$ cat config.mk
export PLATFORM = sky130hd
export DESIGN_NAME = reg_loader_flat
export DESIGN_NICKNAME = d
export VERILOG_FILES = /design/src/rtl/reg_loader_pkg.sv /design/src/rtl/reg_loader_if.sv /design/src/rtl/reg_loader_beat_assembler.sv /design/src/rtl/reg_loader.sv /design/src/flat_wrapper.sv
export SDC_FILE = /design/constraint.sdc
export NUM_CORES = 1
export LEC_CHECK = 0
export ABC_CLOCK_PERIOD_IN_PS = 4300
export CORE_MARGIN = 2
export CORE_UTILIZATION = 36
export CTS_BUF_LIST = sky130_fd_sc_hd__clkbuf_16
export DETAILED_ROUTE_END_ITERATION = 10
export PLACE_DENSITY_LB_ADDON = 0.08
export SETUP_SLACK_MARGIN = 0.2
export SKIP_LAST_GASP = 1
export SYNTH_ARGS = -nofsm -noshare
export SYNTH_HDL_FRONTEND = slang
export SYNTH_SLANG_ARGS = --single-unit
$ cat constraint.sdc
create_clock -name clk -period 4.3 [get_ports clk]
set_input_delay 1.075 -clock clk [delete_from_list [all_inputs] [get_ports clk]]
set_output_delay 1.075 -clock clk [all_outputs]
set_load 0.02 [all_outputs]
$ cat src/rtl/reg_loader_pkg.sv
// -----------------------------------------------------------------------------
// reg_loader_pkg
// Shared constants and types for the register-file load front end.
//   - default geometry of the 4 x 512-bit vector register file
//   - beats per word and beat counter width
//   - FSM state encoding
// Optional feature macro: REG_LOADER_CHECKSUM_EN adds the CHECK state.
// -----------------------------------------------------------------------------
package reg_loader_pkg;

    localparam int DATA_W_DEF   = 512;  // register width
    localparam int BEAT_W_DEF   = 32;   // stream beat width
    localparam int NUM_REGS_DEF = 4;    // registers behind the write port
    localparam int SEL_W_DEF    = 3;    // register select width

    localparam int BEATS      = DATA_W_DEF / BEAT_W_DEF;
    localparam int BEAT_CNT_W = $clog2(BEATS);

    typedef enum logic [1:0] {
        ST_IDLE    = 2'd0,
        ST_COLLECT = 2'd1,
        ST_WRITE   = 2'd2
`ifdef REG_LOADER_CHECKSUM_EN
        ,
        ST_CHECK   = 2'd3
`endif
    } state_e;

endpackage

$ cat src/rtl/reg_loader_if.sv
// -----------------------------------------------------------------------------
// reg_loader_if
// Bundles the load command, the beat stream and the register-file write port.
//   master : fabric side   - drives start/dest_sel/s_valid/s_data
//   slave  : reg_loader    - drives s_ready/busy/write port/done/err
// -----------------------------------------------------------------------------
interface reg_loader_if
    import reg_loader_pkg::*;
#(
    parameter int DATA_W = DATA_W_DEF,
    parameter int BEAT_W = BEAT_W_DEF,
    parameter int SEL_W  = SEL_W_DEF
);

    logic              start;
    logic [SEL_W-1:0]  dest_sel;
    logic              s_valid;
    logic [BEAT_W-1:0] s_data;
    logic              s_ready;
    logic              busy;
    logic [SEL_W-1:0]  sel_reg_write;
    logic [DATA_W-1:0] wr_data;
    logic              reg_write_enable;
    logic              done;
    logic              err;

    modport master (
        output start, dest_sel, s_valid, s_data,
        input  s_ready, busy, sel_reg_write, wr_data, reg_write_enable, done, err
    );

    modport slave (
        input  start, dest_sel, s_valid, s_data,
        output s_ready, busy, sel_reg_write, wr_data, reg_write_enable, done, err
    );

endinterface

$ cat src/rtl/reg_loader_beat_assembler.sv
// -----------------------------------------------------------------------------
// beat_assembler
// Beat counter plus indexed word register; beat k lands in bits
// [k*BEAT_W +: BEAT_W]. With REG_LOADER_CHECKSUM_EN a running XOR of the
// data beats is kept and compared against the beat currently on data.
// Ports:
//   clk, rst_n   clock / async active-low reset
//   clear        new load accepted: restart counter (and XOR)
//   accept       data beat accepted in COLLECT
//   data         beat payload
//   word         assembled word (drives the write data bus)
//   last_beat    counter points at the final beat slot
//   checksum_ok  data equals XOR of the collected beats (checksum build only)
// -----------------------------------------------------------------------------
module beat_assembler
    import reg_loader_pkg::*;
#(
    parameter int DATA_W = DATA_W_DEF,
    parameter int BEAT_W = BEAT_W_DEF
) (
    input  logic              clk,
    input  logic              rst_n,
    input  logic              clear,
    input  logic              accept,
    input  logic [BEAT_W-1:0] data,
    output logic [DATA_W-1:0] word,
    output logic              last_beat
`ifdef REG_LOADER_CHECKSUM_EN
    ,
    output logic              checksum_ok
`endif
);

    logic [BEAT_CNT_W-1:0] cnt;

    // NOTE: the word register is wide but still reset: it is the visible
    // write-data bus and must read zero out of reset.
    always_ff @(posedge clk or negedge rst_n) begin
        if (!rst_n) begin
            cnt  <= '0;
            word <= '0;
        end else if (clear) begin
            cnt <= '0;
        end else if (accept) begin
            word[int'(cnt)*BEAT_W +: BEAT_W] <= data;
            // Wraps 15 -> 0 exactly on the last beat, i.e. on state exit.
            cnt <= cnt + BEAT_CNT_W'(1);
        end
    end

    assign last_beat = (cnt == BEAT_CNT_W'(BEATS - 1));

`ifdef REG_LOADER_CHECKSUM_EN
    logic [BEAT_W-1:0] acc;

    always_ff @(posedge clk or negedge rst_n) begin
        if (!rst_n) begin
            acc <= '0;
        end else if (clear) begin
            acc <= '0;
        end else if (accept) begin
            acc <= acc ^ data;
        end
    end

    assign checksum_ok = (data == acc);
`endif

endmodule

$ cat src/rtl/reg_loader.sv
// -----------------------------------------------------------------------------
// reg_loader
// Write-side front end of the vector register file. A load command names a
// destination register; sixteen 32-bit beats are collected into one 512-bit
// word, then a single-cycle write is issued on the register-file write port.
// Ports:
//   clk, rst_n  clock / async active-low reset
//   bus         reg_loader_if.slave: command, beat stream, write port,
//               busy/done/err status
// Optional feature macro: REG_LOADER_CHECKSUM_EN - after the 16 data beats
// one extra beat must equal their XOR, otherwise err pulses and no write.
// All outputs are registered or decoded from the state register; s_ready
// has no combinational dependence on s_valid.
// -----------------------------------------------------------------------------
module reg_loader
    import reg_loader_pkg::*;
#(
    parameter int DATA_W   = DATA_W_DEF,
    parameter int BEAT_W   = BEAT_W_DEF,
    parameter int NUM_REGS = NUM_REGS_DEF,
    parameter int SEL_W    = SEL_W_DEF
) (
    input  logic        clk,
    input  logic        rst_n,
    reg_loader_if.slave bus
);

    state_e            state;
    state_e            state_next;
    logic [SEL_W-1:0]  sel_q;
    logic              err_q;
    logic              err_next;
    logic              clear;
    logic              beat_accept;
    logic              last_beat;
    logic [DATA_W-1:0] word;
`ifdef REG_LOADER_CHECKSUM_EN
    logic              checksum_ok;
`endif

    beat_assembler #(
        .DATA_W (DATA_W),
        .BEAT_W (BEAT_W)
    ) u_beat_assembler (
        .clk         (clk),
        .rst_n       (rst_n),
        .clear       (clear),
        .accept      (beat_accept),
        .data        (bus.s_data),
        .word        (word),
        .last_beat   (last_beat)
`ifdef REG_LOADER_CHECKSUM_EN
        ,
        .checksum_ok (checksum_ok)
`endif
    );

    // NOTE: every signal driven here gets a default first, so no path
    // through the case leaves one unassigned and infers a latch.
    always_comb begin
        state_next  = state;
        err_next    = 1'b0;
        clear       = 1'b0;
        beat_accept = 1'b0;
        case (state)
            ST_IDLE: begin
                if (bus.start) begin
                    if (int'(bus.dest_sel) < NUM_REGS) begin
                        clear      = 1'b1;
                        state_next = ST_COLLECT;
                    end else begin
                        err_next = 1'b1;
                    end
                end
            end
            ST_COLLECT: begin
                if (bus.s_valid) begin
                    beat_accept = 1'b1;
`ifdef REG_LOADER_CHECKSUM_EN
                    if (last_beat) state_next = ST_CHECK;
`else
                    if (last_beat) state_next = ST_WRITE;
`endif
                end
            end
`ifdef REG_LOADER_CHECKSUM_EN
            ST_CHECK: begin
                if (bus.s_valid) begin
                    if (checksum_ok) begin
                        state_next = ST_WRITE;
                    end else begin
                        err_next   = 1'b1;
                        state_next = ST_IDLE;
                    end
                end
            end
`endif
            ST_WRITE: state_next = ST_IDLE;
            default:  state_next = ST_IDLE;
        endcase
    end

    // NOTE: sequential state uses non-blocking assignments so every flop
    // samples pre-edge values regardless of process ordering.
    always_ff @(posedge clk or negedge rst_n) begin
        if (!rst_n) begin
            state <= ST_IDLE;
            sel_q <= '0;
            err_q <= 1'b0;
        end else begin
            state <= state_next;
            err_q <= err_next;
            // dest_sel is captured only when a load is accepted, so starts
            // seen while busy can never retarget the write.
            if (clear) sel_q <= bus.dest_sel;
        end
    end

`ifdef REG_LOADER_CHECKSUM_EN
    assign bus.s_ready = (state == ST_COLLECT) || (state == ST_CHECK);
`else
    assign bus.s_ready = (state == ST_COLLECT);
`endif
    assign bus.busy             = (state != ST_IDLE);
    assign bus.reg_write_enable = (state == ST_WRITE);
    assign bus.done             = (state == ST_WRITE);
    assign bus.err              = err_q;
    assign bus.sel_reg_write    = sel_q;
    assign bus.wr_data          = word;

endmodule

$ cat src/flat_wrapper.sv
// flat-port wrapper written by rule: the top's interface ports become plain ports
module reg_loader_flat import reg_loader_pkg::*;
#(
    parameter int DATA_W   = DATA_W_DEF,
    parameter int BEAT_W   = BEAT_W_DEF,
    parameter int NUM_REGS = NUM_REGS_DEF,
    parameter int SEL_W    = SEL_W_DEF
)
  (clk, rst_n, bus_start, bus_dest_sel, bus_s_valid, bus_s_data, bus_s_ready, bus_busy, bus_sel_reg_write, bus_wr_data, bus_reg_write_enable, bus_done, bus_err);
  reg_loader_if #(.DATA_W(DATA_W), .BEAT_W(BEAT_W), .SEL_W(SEL_W)) bus_i ();
  input  logic clk;
  input  logic rst_n;
  input wire logic [$bits(bus_i.start)-1:0] bus_start;
  input wire logic [$bits(bus_i.dest_sel)-1:0] bus_dest_sel;
  input wire logic [$bits(bus_i.s_valid)-1:0] bus_s_valid;
  input wire logic [$bits(bus_i.s_data)-1:0] bus_s_data;
  output wire logic [$bits(bus_i.s_ready)-1:0] bus_s_ready;
  output wire logic [$bits(bus_i.busy)-1:0] bus_busy;
  output wire logic [$bits(bus_i.sel_reg_write)-1:0] bus_sel_reg_write;
  output wire logic [$bits(bus_i.wr_data)-1:0] bus_wr_data;
  output wire logic [$bits(bus_i.reg_write_enable)-1:0] bus_reg_write_enable;
  output wire logic [$bits(bus_i.done)-1:0] bus_done;
  output wire logic [$bits(bus_i.err)-1:0] bus_err;
  assign bus_i.start = bus_start;
  assign bus_i.dest_sel = bus_dest_sel;
  assign bus_i.s_valid = bus_s_valid;
  assign bus_i.s_data = bus_s_data;
  assign bus_s_ready = bus_i.s_ready;
  assign bus_busy = bus_i.busy;
  assign bus_sel_reg_write = bus_i.sel_reg_write;
  assign bus_wr_data = bus_i.wr_data;
  assign bus_reg_write_enable = bus_i.reg_write_enable;
  assign bus_done = bus_i.done;
  assign bus_err = bus_i.err;
  reg_loader #(.DATA_W(DATA_W), .BEAT_W(BEAT_W), .NUM_REGS(NUM_REGS), .SEL_W(SEL_W)) u_core (.clk(clk), .rst_n(rst_n), .bus(bus_i));
endmodule
==> impl_metrics.sql, run 1 <==
INSERT INTO impl_metrics (metric_group, metric, value, unit) VALUES
('yosys', 'netlist.area_leader.share', '61.2', '%'),
('power_and_ir_drop', 'power.density', '728', 'mW/mm²'),
('global_routing', 'globalRoute.totalOverflow', '0', ''),
('global_routing', 'grt_pass1_wl', '118000', 'µm'),
('power_and_ir_drop', 'ir_drop', '0.000452', 'V'),
('detailed_routing', 'drt_drc_violations_left', '0', ''),
('power_and_ir_drop', 'power.share.switching', '41.0', '%'),
('global_routing', 'largest_net_degree_at_the_start_of_global_routing', '84', ''),
('clocking', 'tritoncts', 'built', ''),
('power_and_ir_drop', 'seqPwrFrac', '33.9', '%'),
('die', 'core_area', '0.0588', 'mm²'),
('die', 'fp.dieH', '247', 'µm'),
('layout', 'sequential_cell_area', '0.0131', 'mm²'),
('layout', 'fin_util', '50.4', '%'),
('clocking', 'clk-insertion-delay-late', '0.62', 'ns'),
('layout', 'layoutNonFillerInstCount', '3387', ''),
('sta', 'post-route-min-period', '3.65', 'ns'),
('sta', 'timing.clock.skew', '0.0136', 'ns'),
('yosys', 'syn-mean-instance-area', '10.4', 'µm²'),
('clocking', 'cts_bufs_inserted', '57', ''),
('sta', 'tightestPinTransition', '1.16', 'ns'),
('yosys', 'synth.distinct_cells', '44', ''),
('clocking', 'clk_pin_slew_worst_paths', '0.06', 'ns'),
('setup_path', 'path_max_fanout', '32', ''),
('sta', 'setup_viol', '0', ''),
('sta', 'timing.fmax', '274', 'MHz'),
('layout', 'areaGrowthSynthToFinish', '39.0', '%'),
('layout', 'most-common-layout-cells', 'sky130_fd_sc_hd__clkdlybuf4s50_1, sky130_fd_sc_hd__nand2_1, sky130_fd_sc_hd__dfrtp_1', ''),
('die', 'die-width', '247', 'µm'),
('die', 'core.rowCount', '89', ''),
('layout', 'commonest_non_fill_non_tap_cell_in_the_layout', 'sky130_fd_sc_hd__clkdlybuf4s50_1', ''),
('setup_path', 'critPathMaxStageDelay', '0.88', 'ns'),
('sta', 'tns', '0', 'ns'),
('layout', 'multiInputGateArea', '0.00702', 'mm²'),
('clocking', 'clock_tree.root_cell', 'sky130_fd_sc_hd__clkbuf_16', ''),
('detailed_routing', 'drt_first_pass_iters', '5', ''),
('power_and_ir_drop', 'p_clk_share', '21.3', '%'),
('placement', 'dp_cells', '3283', ''),
('run_status', 'run_status', 'complete, no violations', ''),
('yosys', 'postSynthNetCount', '2096', ''),
('yosys', 'seq_area_frac_synth', '61.2', '%'),
('setup_path', 'cp.arrival', '4.08', 'ns'),
('yosys', 'asyncSetResetFlopFracSynth', '100', '%'),
('clocking', 'numClockSinks', '522', ''),
('clocking', 'postCtsHoldBufs', '0', ''),
('placement', 'portBuffers', '558', ''),
('setup_path', 'timing.critical_path.slowest_stage_cell', 'sky130_fd_sc_hd__or2_1', ''),
('power_and_ir_drop', 'netSwitchingPower', '8.86', 'mW'),
('power_and_ir_drop', 'comb_power_share', '44.8', '%'),
('yosys', 'synth.ff_latch_count', '522', ''),
('setup_path', 'worstSetupEndpointType', 'flop', ''),
('detailed_routing', 'drtIter0Drc', '1182', ''),
('setup_path', 'crit_required', '4.74', 'ns'),
('layout', 'layout_cells_sized_above_1', '6.85', '%'),
('power_and_ir_drop', 'power.leakage', '13.8', 'nW'),
('clocking', 'cts_post_setup_buffers_inserted', '0', ''),
('clocking', 'cts-htree-levels', '2', ''),
('die', 'pin_count', '559', ''),
('min_path', 'worst_hold_path_type', 'input port to asynchronous set/reset pin', ''),
('sta', 'timing.final.crit_share', '84.8', '%'),
('flow_run', 'timing.max_cap.violations', '0', ''),
('layout', 'fillCellCount', '5349', ''),
('clocking', 'max_root_sink_buffers', '3', ''),
('clocking', 'post_cts_resized', '0', ''),
('yosys', 'synth-main-ff-cell', 'sky130_fd_sc_hd__dfrtp_1', ''),
('sta', 'grt_setup_unrepaired', 'false', ''),
('yosys', 'yosys-top-cells-area', 'sky130_fd_sc_hd__dfrtp_1, sky130_fd_sc_hd__nand2_1, sky130_fd_sc_hd__mux2i_1, sky130_fd_sc_hd__o21ai_0, sky130_fd_sc_hd__o31ai_1', ''),
('setup_path', 'crit_chain', 'inv_1, ha_1, nor2b_1, o311ai_4, buf_4, or2_1, o21ai_0', ''),
('detailed_routing', 'drtAntennaViolNets', '0', ''),
('detailed_routing', 'route.detailed.wl_per_inst', '24.0', 'µm'),
('detailed_routing', 'vias_per_cell', '4.98', '');
worst max-delay path, delay by kind of cell, from the launching register on:
family	cells	cell delay [ns]
AO/OA/AOI/OAI	2	1.05
adder cells (fa/ha/maj)	1	0.37
buffers and inverters	2	0.53
flip-flops	1	0.48
AND/OR/NAND/NOR	2	1.01
final timing paths:
path,cells past startpoint,end,slack [ns]
setup / recovery,7,u_core.u_beat_assembler.word[323],0.65
hold / removal,1,u_core.u_beat_assembler.word[126],0.42
setup reg to reg,7,u_core.u_beat_assembler.word[323],0.65
hold reg to reg,2,u_core.u_beat_assembler.word[12],0.47
max in group asynchronous,2,u_core.u_beat_assembler.word[220],2.88
min in group clk,2,u_core.u_beat_assembler.word[12],0.47
flip-flops by register name, indices dropped and copies added, names as in the netlist:
name,count
u_core.state,2
u_core.bus.err,1
u_core.u_beat_assembler.cnt,4
u_core.bus.sel_reg_write,3
u_core.u_beat_assembler.word,512
power by group through the flow:
stage	Clock, mW	Combinational (mW)	Sequential [mW]
CTS	4.69	9.78	7.34
global placement	0	9.66	7.36
global route	4.92	10.3	7.51
detailed placement	0	9.75	7.38
finish	4.59	9.68	7.33
floorplan	0	2.98	9.04
area by class of cell:
| type | instances | area share (%) |
|---|---|---|
| Multi-Input combinational cell | 1179 | 23.7 |
| Inverter | 188 | 2.38 |
| Timing Repair Buffer | 621 | 20.8 |
| Clock inverter | 44 | 0.814 |
| Tap cell | 773 | 3.26 |
| Clock buffer | 59 | 4.98 |
| Sequential cell | 522 | 44.1 |
| Antenna cell | 1 | 0.00844 |
routing by layer:
layer / vias to the layer above / GRT usage [%] / share of wire [%]
met5: - / 0 / 0
met1: 8506 / 34.9 / 43
met2: 511 / 41.8 / 47
met3: 108 / 7.58 / 7.7
met4: 0 / 7.96 / 2.7
li1: 7757 / - / -
synth_stat cells, types with 2 or more instances:
cell and number:
sky130_fd_sc_hd__and3b_1 2, sky130_fd_sc_hd__ha_1 5, sky130_fd_sc_hd__nor4_2 2, sky130_fd_sc_hd__o21ai_0 181, sky130_fd_sc_hd__buf_6 3, sky130_fd_sc_hd__and4b_1 2, sky130_fd_sc_hd__nor2_1 14, sky130_fd_sc_hd__buf_2 27
sky130_fd_sc_hd__dfrtp_1 522, sky130_fd_sc_hd__mux2_2 13, sky130_fd_sc_hd__nor4_1 4, sky130_fd_sc_hd__mux2i_1 183, sky130_fd_sc_hd__buf_1 5, sky130_fd_sc_hd__o31ai_1 112, sky130_fd_sc_hd__o211ai_1 4, sky130_fd_sc_hd__o21ai_1 10
sky130_fd_sc_hd__nand4_1 3, sky130_fd_sc_hd__nand2b_1 2, sky130_fd_sc_hd__or3_1 7, sky130_fd_sc_hd__xnor2_1 3, sky130_fd_sc_hd__nand3_1 10, sky130_fd_sc_hd__or2_2 2, sky130_fd_sc_hd__a22o_1 48, sky130_fd_sc_hd__clkbuf_1 127
sky130_fd_sc_hd__nor3_2 5, sky130_fd_sc_hd__nand2_1 536, sky130_fd_sc_hd__and3_1 10, sky130_fd_sc_hd__inv_1 187, sky130_fd_sc_hd__nor2b_1 7, sky130_fd_sc_hd__nor3_1 2
cells by family after synthesis:
group                    share of synthesized area (%)
adder cells (fa/ha/maj)                          0.293
multiplexers                                      9.27
AND/OR/NAND/NOR                                   11.8
XOR/XNOR                                         0.241
buffers and inverters                             6.46
flip-flops                                        61.2
AO/OA/AOI/OAI                                     10.7
through the flow:
step / area, µm² / hold slack (ns) / setup WS [ns]
6_report: 29700 / 0.421 / 0.654
5_1_grt: 29600 / 0.445 / 0.372
4_1_cts: 29600 / 0.432 / 0.670
3_3_place_gp: 27900 / 0.459 / 0.403
2_1_floorplan: 21300 / 0.483 / 1.32
3_5_place_dp: 27900 / 0.465 / 0.339
(Power assumes the default switching activity.)
==> run 2, diff against run 1 <==
- ABC_CLOCK_PERIOD_IN_PS: 4300 -> 3740
- clock period: 4.3 -> 3.74 ns (I/O delays scaled with it)
==> run 2 against run 1 <==
  * Fmax increased by 13%
  * Flip-flop and latch count unchanged
  * Via count is 1.3% higher
  * Clock skew fell by 0.0024 ns
  * Global-route usage about the same
  * Sequential power rose by 15%
  * Final cell count grew 0.83%
  * Worst setup slack got worse by 0.13 ns
  * Die area did not move
  * First-iteration DRC count is 1.7% lower
  * Design area rose by 0.71%
  * Critical path depth is the same
==> impl_metrics.sql, run 2 (synthesized netlist as in run 1, its figures left out) <==
INSERT INTO impl_metrics (metric_group, metric, value, unit) VALUES
('run_status', 'run_status', 'complete, no violations', ''),
('layout', 'number_of_flip_flops_under_the_largest_register_name', '512', ''),
('sta', 'tns', '0', 'ns'),
('sta', 'grt_setup_unrepaired', 'false', ''),
('layout', 'registers.top_by_ff_count', 'u_core.u_beat_assembler.word', ''),
('sta', 'setup_viol', '0', ''),
('setup_path', 'critPathMaxStageDelay', '0.85', 'ns'),
('sta', 'fin_worst_hold_slack', '0.241', 'ns'),
('clocking', 'numClockSinks', '522', ''),
('placement', 'place_hpwl', '57300', 'µm'),
('power_and_ir_drop', 'ir_drop', '0.000417', 'V'),
('die', 'die-width', '247', 'µm'),
('setup_path', 'path_max_fanout', '32', ''),
('global_routing', 'gr-usage-all-layers', '26.3', '%'),
('clocking', 'clk-insertion-delay-late', '0.61', 'ns'),
('clocking', 'postCtsHoldBufs', '0', ''),
('detailed_routing', 'drt_first_pass_iters', '5', ''),
('layout', 'finish.net_count', '2637', ''),
('layout', 'sequential_cell_area', '0.0131', 'mm²'),
('detailed_routing', 'drt_drc_violations_left', '0', ''),
('detailed_routing', 'wire_length_on_met3', '6190', 'µm'),
('die', 'core.rowCount', '89', ''),
('layout', 'layout_cells_sized_above_1', '8.07', '%'),
('setup_path', 'critical_path.reg2reg.endpoint', 'u_core.u_beat_assembler.word[347]', ''),
('layout', 'fillCellCount', '5424', ''),
('setup_path', 'crit_start', 'u_core.u_beat_assembler.cnt[1]', ''),
('clocking', 'post_cts_resized', '0', ''),
('clocking', 'tritoncts', 'built', ''),
('setup_path', 'ff2ff_setup_slack', '0.52', 'ns'),
('detailed_routing', 'met2_length', '37600', 'µm'),
('die', 'floorplan.die_area', '0.0612', 'mm²'),
('die', 'pin_count', '559', ''),
('min_path', 'worst_hold_path_type', 'input port to asynchronous set/reset pin', ''),
('detailed_routing', 'dr_total_vias', '17095', ''),
('detailed_routing', 'total_wirelength_of_the_detailed_routed_design', '81500', 'µm'),
('setup_path', 'timing.critical_path.slowest_stage_cell', 'sky130_fd_sc_hd__or2_1', ''),
('global_routing', 'largest_net_degree_at_the_start_of_global_routing', '75', ''),
('global_routing', 'grt_pass1_wl', '118000', 'µm'),
('setup_path', 'crit_chain', 'inv_1, ha_1, nor2b_1, o311ai_4, buf_4, or2_1, o21ai_0', ''),
('layout', 'areaGrowthSynthToFinish', '40.0', '%'),
('detailed_routing', 'highest_layer', 'met4', ''),
('power_and_ir_drop', 'power', '25.0', 'mW'),
('detailed_routing', 'met1Wirelength', '34700', 'µm'),
('sta', 'tightestPinTransition', '1.06', 'ns'),
('detailed_routing', 'drtAntennaViolNets', '0', ''),
('sta', 'post-route-min-period', '3.22', 'ns'),
('detailed_routing', 'drtIter0Drc', '1162', ''),
('clocking', 'clk_pin_slew_worst_paths', '0.06', 'ns'),
('power_and_ir_drop', 'power.leakage', '13.9', 'nW'),
('setup_path', 'r2r.worst_path.cells', '7', ''),
('sta', 'timing.final.crit_share', '86.1', '%'),
('setup_path', 'cp-endpoint', 'u_core.u_beat_assembler.word[347]', ''),
('placement', 'portBuffers', '558', ''),
('power_and_ir_drop', 'power.density', '838', 'mW/mm²'),
('placement', 'gp_congestion', '0.830', ''),
('setup_path', 'worstSetupEndpointType', 'flop', ''),
('layout', 'fin_area', '0.0299', 'mm²'),
('clocking', 'clock_tree.root_cell', 'sky130_fd_sc_hd__clkbuf_16', ''),
('clocking', 'cts_bufs_inserted', '56', ''),
('setup_path', 'cp-start-kind', 'flop', ''),
('die', 'core_area', '0.0588', 'mm²'),
('layout', 'most-common-layout-cells', 'sky130_fd_sc_hd__clkdlybuf4s50_1, sky130_fd_sc_hd__nand2_1, sky130_fd_sc_hd__dfrtp_1', ''),
('sta', 'timing.fmax', '311', 'MHz'),
('global_routing', 'grt_pass1_vias', '17111', ''),
('layout', 'commonest_non_fill_non_tap_cell_in_the_layout', 'sky130_fd_sc_hd__clkdlybuf4s50_1', ''),
('detailed_routing', 'route.detailed.wl_per_inst', '23.9', 'µm'),
('detailed_routing', 'vias_per_cell', '5.01', ''),
('setup_path', 'worstSetupPathType', 'flop to flop', ''),
('clocking', 'cts_post_setup_buffers_inserted', '0', ''),
('placement', 'post_dp_cell_area', '0.0281', 'mm²'),
('sta', 'hold_viol_final', '0', ''),
('sta', 'worst_slew_margin_rel', '29.3', '%'),
('setup_path', 'crit_reg_reg_startpoint', 'u_core.u_beat_assembler.cnt[1]', ''),
('flow_run', 'timing.max_cap.violations', '0', ''),
('clocking', 'max_root_sink_buffers', '3', ''),
('sta', 'timing.final.max_slew_violations', '0', ''),
('global_routing', 'initial_antenna_violation_count', '3', ''),
('global_routing', 'globalRoute.totalOverflow', '0', ''),
('clocking', 'cts-htree-levels', '2', ''),
('sta', 'timing.clock.skew', '0.0111', 'ns'),
('die', 'start_util', '36.3', '%'),
('die', 'fp.dieH', '247', 'µm'),
('layout', 'multiInputGateArea', '0.00702', 'mm²'),
('setup_path', 'cp.arrival', '3.65', 'ns'),
('setup_path', 'crit_required', '4.17', 'ns');
## run 2: cell types whose count changed in the layout (fill, tap and decap cells not counted)
cell | before | now
sky130_fd_sc_hd__buf_4 | 54 | 80
sky130_fd_sc_hd__inv_1 | 204 | 194
sky130_fd_sc_hd__clkinv_1 | 15 | 17
sky130_fd_sc_hd__diode_2 | 1 | 3
sky130_fd_sc_hd__buf_12 | 9 | 8
sky130_fd_sc_hd__bufinv_16 | 2 | 4
sky130_fd_sc_hd__clkinv_2 | 8 | 15
sky130_fd_sc_hd__clkinvlp_4 | 1 | 3
sky130_fd_sc_hd__clkbuf_16 | 59 | 57
## run 2: final cells by class
class | instances | share of cell area, %
well taps | 773 | 3.24
diodes | 3 | 0.0251
repair buffers | 646 | 21.3
multi-input cells | 1179 | 23.5
inverters | 188 | 2.36
clock inverters | 47 | 1.08
flip-flops and latches | 522 | 43.7
clock buffers | 57 | 4.78
## run 2: per-stage QoR
stage                     instances  util [%]  worst slack [ns]
after detailed placement       3308      47.8             0.301
after CTS                      3412      50.8             0.526
final                          3415      50.8             0.520
after floorplan                2052         -             0.759
after global placement         3308      47.8             0.412
after global routing           3413      50.8             0.312
## run 2: power breakdown
group          leakage, nW  switching (mW)  internal [mW]
Clock                0.889            2.34           3.03
Combinational         6.35            6.84           4.40
Sequential            6.65            1.06           7.36
Total                 13.9            10.2           14.8
## run 2: how the worst min path moves through the flow
stage / from / to / slack, ns / cells past startpoint
2_1_floorplan: u_core.state[1] / u_core.state[1] / 0.48 / 1
3_3_place_gp: u_core.u_beat_assembler.word[97] / u_core.u_beat_assembler.word[97] / 0.46 / 2
3_5_place_dp: u_core.u_beat_assembler.word[288] / u_core.u_beat_assembler.word[288] / 0.46 / 2
4_1_cts: rst_n / u_core.u_beat_assembler.word[382] / 0.24 / 1
5_1_grt: rst_n / u_core.u_beat_assembler.word[382] / 0.25 / 1
6_report: rst_n / u_core.u_beat_assembler.word[382] / 0.24 / 1
## run 2: routing by layer
layer / GRT usage, % / vias to the layer above
met2: 41.3 / 571
met1: 34.9 / 8577
met4: 9.51 / 0
li1: - / 7813
met5: 0 / -
met3: 7.16 / 134
## run 2: critical path: cells and delay by family, from the launching register on
family,cells,cell delay [ns]
simple gates,2,0.98
compound gates,2,0.71
flops,1,0.49
buf+inv,2,0.49
fa+ha+maj,1,0.38
